**src/rtl/pipeline_hazard_ctrl.sv**
```systemverilog
// pipeline_hazard_ctrl
//   Stall/flush sequencer for the 5-stage MIPS pipeline. It sits beside the ID-stage decoder.
//   It detects load-use and jr/jalr register hazards. It flushes on taken branches, which
//   resolve in EX, and on jumps, which resolve in ID. It also sequences the multi-cycle
//   mult/div unit and holds mfhi/mflo and back-to-back mult/div until HI/LO are valid.
//
//   Parameters
//     MD_LATENCY  mult/div busy cycles (>=1)
//     CNT_W       performance counter width
//
//   Optional feature macro: HAZARD_PERF_EN
//     Defined:   stall_cycles and flush_cycles count stall and flush cycles, saturating.
//     Undefined: both counters are tied to 0 and no counter flops exist.
//
//   Ports
//     clk, rst_n                          clock, async active-low reset
//     id_rs, id_rt, id_use_rs, id_use_rt  ID source registers and their use flags
//     id_jr, id_jump                      jr/jalr in ID, any jump in ID
//     id_md_start, id_md_read             mult/div start, mfhi/mflo in ID
//     ex_mem_read, ex_reg_write, ex_wr_reg  EX load, EX register write, EX destination
//     mem_mem_read, mem_wr_reg            MEM load and its destination
//     ex_branch_taken                     taken branch in EX
//     pc_write, ifid_write                PC and IF/ID enables
//     ifid_flush, idex_flush              bubble insertion
//     md_busy, md_done                    mult/div in progress, last busy cycle
//     stall_cycles, flush_cycles          performance counters
//
//   state | meaning
//   ------+--------------------------------------------
//   IDLE  | no mult/div in flight, HI/LO valid
//   BUSY  | mult/div running, cnt counts down to 0 (md_done)
module pipeline_hazard_ctrl #(
  parameter int MD_LATENCY = 32,
  parameter int CNT_W      = 16
) (
  input  logic             clk,
  input  logic             rst_n,
  input  logic [4:0]       id_rs,
  input  logic [4:0]       id_rt,
  input  logic             id_use_rs,
  input  logic             id_use_rt,
  input  logic             id_jr,
  input  logic             id_jump,
  input  logic             id_md_start,
  input  logic             id_md_read,
  input  logic             ex_mem_read,
  input  logic             ex_reg_write,
  input  logic [4:0]       ex_wr_reg,
  input  logic             mem_mem_read,
  input  logic [4:0]       mem_wr_reg,
  input  logic             ex_branch_taken,
  output logic             pc_write,
  output logic             ifid_write,
  output logic             ifid_flush,
  output logic             idex_flush,
  output logic             md_busy,
  output logic             md_done,
  output logic [CNT_W-1:0] stall_cycles,
  output logic [CNT_W-1:0] flush_cycles
);

  localparam int MD_CW = $clog2(MD_LATENCY + 1);
  localparam logic [MD_CW-1:0] MD_LOAD = MD_CW'(MD_LATENCY - 1);

  typedef enum logic {IDLE = 1'b0, BUSY = 1'b1} md_state_t;

  md_state_t        state, state_nxt;
  logic [MD_CW-1:0] cnt, cnt_nxt;

  logic lu_hz, jr_hz, md_hz;

  // Register 0 is hardwired to zero, so it never creates a dependence.
  always_comb begin
    lu_hz = ex_mem_read && (ex_wr_reg != 5'd0) &&
            ((id_use_rs && (ex_wr_reg == id_rs)) || (id_use_rt && (ex_wr_reg == id_rt)));
    jr_hz = id_jr && (((ex_reg_write && (ex_wr_reg != 5'd0)) && (ex_wr_reg == id_rs)) ||
                      ((mem_mem_read && (mem_wr_reg != 5'd0)) && (mem_wr_reg == id_rs)));
    md_hz = md_busy && (id_md_start || id_md_read);
  end

  always_comb begin
    pc_write   = 1'b1;
    ifid_write = 1'b1;
    ifid_flush = 1'b0;
    idex_flush = 1'b0;
    if (ex_branch_taken) begin
      ifid_flush = 1'b1;
      idex_flush = 1'b1;
    end else if (md_hz || lu_hz || jr_hz) begin
      pc_write   = 1'b0;
      ifid_write = 1'b0;
      idex_flush = 1'b1;
    end else if (id_jump) begin
      ifid_flush = 1'b1;
    end
  end

  always_ff @(posedge clk or negedge rst_n) begin
    if (!rst_n) begin
      state <= IDLE;
      cnt   <= '0;
    end else begin
      state <= state_nxt;
      cnt   <= cnt_nxt;
    end
  end

  // A start in BUSY is never accepted here. md_hz stalls it until the FSM is back in IDLE.
  always_comb begin
    state_nxt = state;
    cnt_nxt   = cnt;
    md_busy   = (state == BUSY);
    md_done   = (state == BUSY) && (cnt == '0);
    case (state)
      IDLE: begin
        if (id_md_start && !ex_branch_taken && !lu_hz && !jr_hz) begin
          state_nxt = BUSY;
          cnt_nxt   = MD_LOAD;
        end
      end
      BUSY: begin
        if (cnt == '0) begin
          state_nxt = IDLE;
        end else begin
          cnt_nxt = cnt - MD_CW'(1);
        end
      end
      default: begin
        state_nxt = IDLE;
        cnt_nxt   = '0;
      end
    endcase
  end

`ifdef HAZARD_PERF_EN
  logic [CNT_W-1:0] stall_q, flush_q;

  always_ff @(posedge clk or negedge rst_n) begin
    if (!rst_n) begin
      stall_q <= '0;
      flush_q <= '0;
    end else begin
      if (!pc_write && (stall_q != {CNT_W{1'b1}}))
        stall_q <= stall_q + CNT_W'(1);
      if ((ifid_flush || idex_flush) && (flush_q != {CNT_W{1'b1}}))
        flush_q <= flush_q + CNT_W'(1);
    end
  end

  assign stall_cycles = stall_q;
  assign flush_cycles = flush_q;
`else
  assign stall_cycles = '0;
  assign flush_cycles = '0;
`endif

endmodule
```
**config.mk**
```make
export PLATFORM = sky130hd
export DESIGN_NAME = pipeline_hazard_ctrl
export DESIGN_NICKNAME = d
export VERILOG_FILES = /design/src/rtl/pipeline_hazard_ctrl.sv
export SDC_FILE = /design/constraint.sdc
export NUM_CORES = 1
export LEC_CHECK = 0
export BUFFER_PORTS_ARGS = -buffer_cell sky130_fd_sc_hd__buf_2
export CORE_MARGIN = 2
export CORE_UTILIZATION = 36
export DETAILED_ROUTE_END_ITERATION = 6
export PLACE_DENSITY_LB_ADDON = 0.3
export SYNTH_ARGS = -nofsm -noshare
export SYNTH_HDL_FRONTEND = slang
export SYNTH_SLANG_ARGS = --single-unit
```
**constraint.sdc**
```tcl
create_clock -name clk -period 1.35 [get_ports clk]
set_clock_uncertainty 0.15 [all_clocks]
set_input_delay 0.0675 -clock clk [delete_from_list [all_inputs] [get_ports clk]]
set_output_delay 0.0675 -clock clk [all_outputs]
set_load 0.03 [all_outputs]
```
# Word-level counts from Yosys, hierarchy flattened
# Cells that the tools add are included.
# op_classes
n_addsub	1
order_cmp	0
div_mod_pow	0
n_reduce_logical	26
n_eq_ne	5
muxes	13
n_shift	0
n_bitwise	1
mul	0
# ops
op	n
5-bit == test	3
1-bit logical AND	14
6-bit 2-to-1 mux	2
6-bit case mux with 2 select lines	1
5-bit nonzero test	2
1-bit 2-to-1 mux	9
6-bit zero test	1
6-bit by 1-bit subtractor with 6-bit output (second input constant)	1
1-bit logical OR	5
2-bit != test (second input constant)	2
1-bit zero test	3
1-bit case mux with 2 select lines	1
2-bit AND reduction	1
1-bit NOT	1
# totals
mem_bits_ro	0
output_inout_bits	38
ram_bits	0
elab_cells	48
regBits	7
latch_bits	0
n_memories	0

# Logic depth before layout (Yosys ltp)
# logic_depth
depth_word	9
ltp_mapped	6
depth_no_buf	6

# Worst setup path before layout
# No wires, ideal clock.
# synth_path
kind	reg-to-output
start	register state (netlist: md_busy)
end	output pc_write
slack_ns	-0.630
t_required_ns	1.133
path_buffers	1
stages_incl_launch_ff	5
arrival_time_ns	1.763
cell_sequence	dfrtp_1 > inv_1 > nor2_1 > o21ai_0 > buf_4
# synth_between
elab_chain_cells	5
# synth_lines
element	line_no	text
start: declaration	67	md_state_t state, state_nxt;
start signal: assignment	103	state <= state_nxt;
1-bit logical AND	78	md_hz = md_busy && (id_md_start || id_md_read);
1-bit logical OR (2 in a row)	89	end else if (md_hz || lu_hz || jr_hz) begin
1-bit 2-to-1 mux (2 in a row)	-	
end: declaration	52	output logic pc_write,
# No other way between the ends.

# Final worst setup path
# layout_path
start	input ex_wr_reg[2]
end	output idex_flush
# layout_between
elab_chain_cells	8
# layout_lines
element	line_no	text
start: declaration	48	input logic [4:0] ex_wr_reg,
5-bit == test, or another cell as far along	75, 76	
1-bit logical AND, on equally long branches	75, 76	
1-bit logical OR / 1-bit logical AND (equally long branches)	75, 76	
1-bit logical AND / 1-bit logical OR (equally long branches)	74, 76	
1-bit logical OR / 1-bit logical AND (equally long branches)	89, 76	
1-bit logical OR *	89	
1-bit 2-to-1 mux *	89	
1-bit 2-to-1 mux *	86	if (ex_branch_taken) begin
end: declaration	55	output logic idex_flush,
# Every way passes the cells marked *; elsewhere a longest branch is shown, timed or not.

==> results.py <==
metrics = {
    "status": {
        "status": "finished, violations left",
        "failed_checks": "setup timing",
    },
    "worst_setup_path": {
        "path_class": "in -> out",
        "critPathMaxFanout": 4,
        "slowest_stage": "or3_1",
        "crit_path_start_kind": "primary input",
        "crit_path_cell_trace": "buf_8, nor4_4, nand2_1, nand4_1, nand3_4, or3_1, buf_6",
        "endpoint_kind": "output pin",
        "worstPathRequired_ps": 1130,
        "worst_path_largest_cell_delay_ps": 400,
        "worstPathArrival_ps": 1360,
    },
    "timing": {
        "max_clock_freq_mhz": 634,
        "setup_violations": 10,
        "finalSetupTns_ps": -1410,
        "period_minus_slack_ps": 1580,
        "post-route-period-util": 1.17,
        "finalHoldViolCount": 0,
        "drv_slew": 0,
        "fin_ws_ps": -227,
        "grt_setup_unrepaired": "yes",
    },
    "logic_synthesis": {
        "syn_area_um2": 910,
        "yosysTopAreaCell": "buf_4",
        "synth_top_area_frac": 0.272,
        "seq_area_frac_synth": 0.193,
        "netlist_instances": 116,
        "async_flop_share": 1.00,
        "avgSynthCellArea_um2": 7.84,
        "synth-edff-count": 0,
        "yosys_warnings": 0,
        "ys_ff_latch": 7,
        "synth_flop_cell": "dfrtp_1",
        "ys_top_cells_by_area": "buf_4 (27%), dfrtp_1 (19%), xor2_1 (9.6%)",
        "synth_cell_types": 34,
    },
    "detailed_routing": {
        "vias_per_cell": 4.35,
        "via_count": 905,
        "drc": 0,
        "drtIter0Drc": 13,
        "dr.pass1.iters": 4,
        "routed_wl_um": 2330,
        "ant_nets": 0,
        "routedWlPerCell_um": 11.2,
    },
    "die": {
        "core_um2": 2430,
        "start_util": 0.374,
        "die_w_um": 54.3,
        "ios": 70,
        "die_area_um2": 2940,
        "dieHeight_um": 54.3,
        "num_rows": 18,
    },
    "global_routing": {
        "antenna_found_initial": 0,
        "grt_pass1_wl_um": 3020,
        "grt_pass1_vias": 752,
        "gr-total-overflow": 0,
        "track_usage": 0.137,
        "grt_max_degree": 8,
    },
    "power": {
        "p_leak_nw": 0.730,
        "peakVddDrop_mv": 0.858,
        "total_power_w": 0.00185,
        "powerDensity_nw_per_um2": 1310,
    },
    "run": {
        "max-cap-violations": 0,
    },
    "cells_and_area": {
        "antenna_cells": 0,
        "syn_to_final_growth_pct": 55.6,
        "fin_nets": 212,
        "drive_above_1_share": 0.500,
    },
    "placement": {
        "place_hpwl_um": 1750,
        "io_buffers": 37,
        "gp_congestion": 0.750,
    },
    "cts": {
        "clk_latency_ps": 250,
        "cts_buffer_depth": 2,
        "path_clk_slew_ps": 50,
        "cts_root_buf": "clkbuf_4",
        "numCtsBuffers": 3,
        "cts_tree": "done",
        "clock_sinks": 7,
        "cts_max_level": 1,
    },
    "worst_hold_path": {
        "hold_path_class": "in -> async",
    },
}
==> cells in the mapped netlist, types with 2 or more instances <==
master / number
nor2b_1: 3
xor2_1: 10
inv_1: 11
nor4_1: 2
a21oi_1: 2
xnor2_1: 2
nand2_1: 3
nor2_1: 5
nor3_1: 6
nand3_1: 3
o21ai_0: 7
buf_4: 33
dfrtp_1: 7
nand4_1: 2
==> layout by cell type, fill, tap and decap left out, drive strengths merged, types with 2 or more instances in the layout <==
master | Yosys | routed
conb | 1 | 32
xnor2 | 2 | 2
a21oi | 2 | 2
dfrtp | 7 | 7
clkbuf | 0 | 4
buf | 33 | 59
inv | 11 | 11
nor2 | 5 | 5
nand2 | 3 | 3
nor3 | 6 | 6
nor2b | 3 | 3
nor4 | 3 | 3
o21ai | 8 | 8
nand4 | 2 | 2
nand3 | 4 | 4
xor2 | 10 | 10
==> logic make-up (layout without fill, tap and decap cells) <==
group                      count (synthesis)  after routing  share of synthesized area
xor gates and xnor gates                  12             12                      0.116
other                                      1             32                    0.00412
buffers and inverters                     44             75                      0.318
DFF                                        7              7                      0.193
muxes                                      1              1                     0.0110
adders and majority gates                  1              1                     0.0138
AOI/OAI and AO/OA                         19             19                      0.142
and+or+nand+nor                           31             31                      0.204
==> stage by stage <==
stage | setup WS [ps] | instances | utilization | cell area, µm² | hold WS (ps)
global placement | -233 | 196 | 0.476 | 1160 | -241
finish | -227 | 208 | 0.582 | 1420 | 30.3
detailed placement | -252 | 196 | 0.476 | 1160 | -241
global route | -277 | 208 | 0.582 | 1420 | 48.1
CTS | -211 | 204 | 0.533 | 1300 | 36.1
floorplan | -93.6 | 147 | - | 1070 | -378
==> timing repair <==
item                                   CTS  global route
gates resized for setup                 27            19
setup endpoints to repair               12            12
endpoints found under the hold margin    7             0
hold buffers                             1             0
pin swaps                               10             9
setup buffers                            3             5
gates cloned                             0             0
==> report_power, final <==
group          switching [W]  leakage (nW)  internal, W
registers          0.0000853        0.0789     0.000310
logic               0.000672         0.636     0.000596
clock network      0.0000715        0.0150     0.000112
==> sequential cells by signal, indices dropped and copies added, names as in the netlist <==
signal / count
md_busy: 1
cnt: 6
==> metal layers <==
metal | vias to the layer above | GRT usage | part of all wire
met5 | - | 0 | 0
met4 | 0 | 0.0250 | 0
met3 | 0 | 0.00820 | 0.044
met2 | 34 | 0.267 | 0.59
met1 | 419 | 0.164 | 0.37
li1 | 452 | - | -
==> layout make-up <==
type | instances | area [µm²]
fillers | 225 | 1020
repair buffers | 60 | 432
multi-input cells | 96 | 702
flip-flops and latches | 7 | 176
well taps | 30 | 37.5
clock buffers | 4 | 26.3
inverters | 11 | 41.3
==> path summary, 6_finish.rpt <==
| path | start | depth (start not counted) | slack (ps) | end |
|---|---|---|---|---|
| min in group clk | id_md_start | 3 | 180 | md_busy |
| min | rst_n | 2 | 30 | cnt[4] |
| max | ex_wr_reg[2] | 7 | -230 | idex_flush |
| min reg2reg | cnt[4] | 2 | 430 | cnt[4] |
| max reg2reg | cnt[0] | 7 | -150 | cnt[2] |
| max in group asynchronous | rst_n | 2 | 840 | md_busy |
==> worst max-delay path: cells and delay by family <==
family	cells	cell delay (ps)
buf+inv	2	260
simple gates	5	1040
Power figures use the tool's default switching activity.
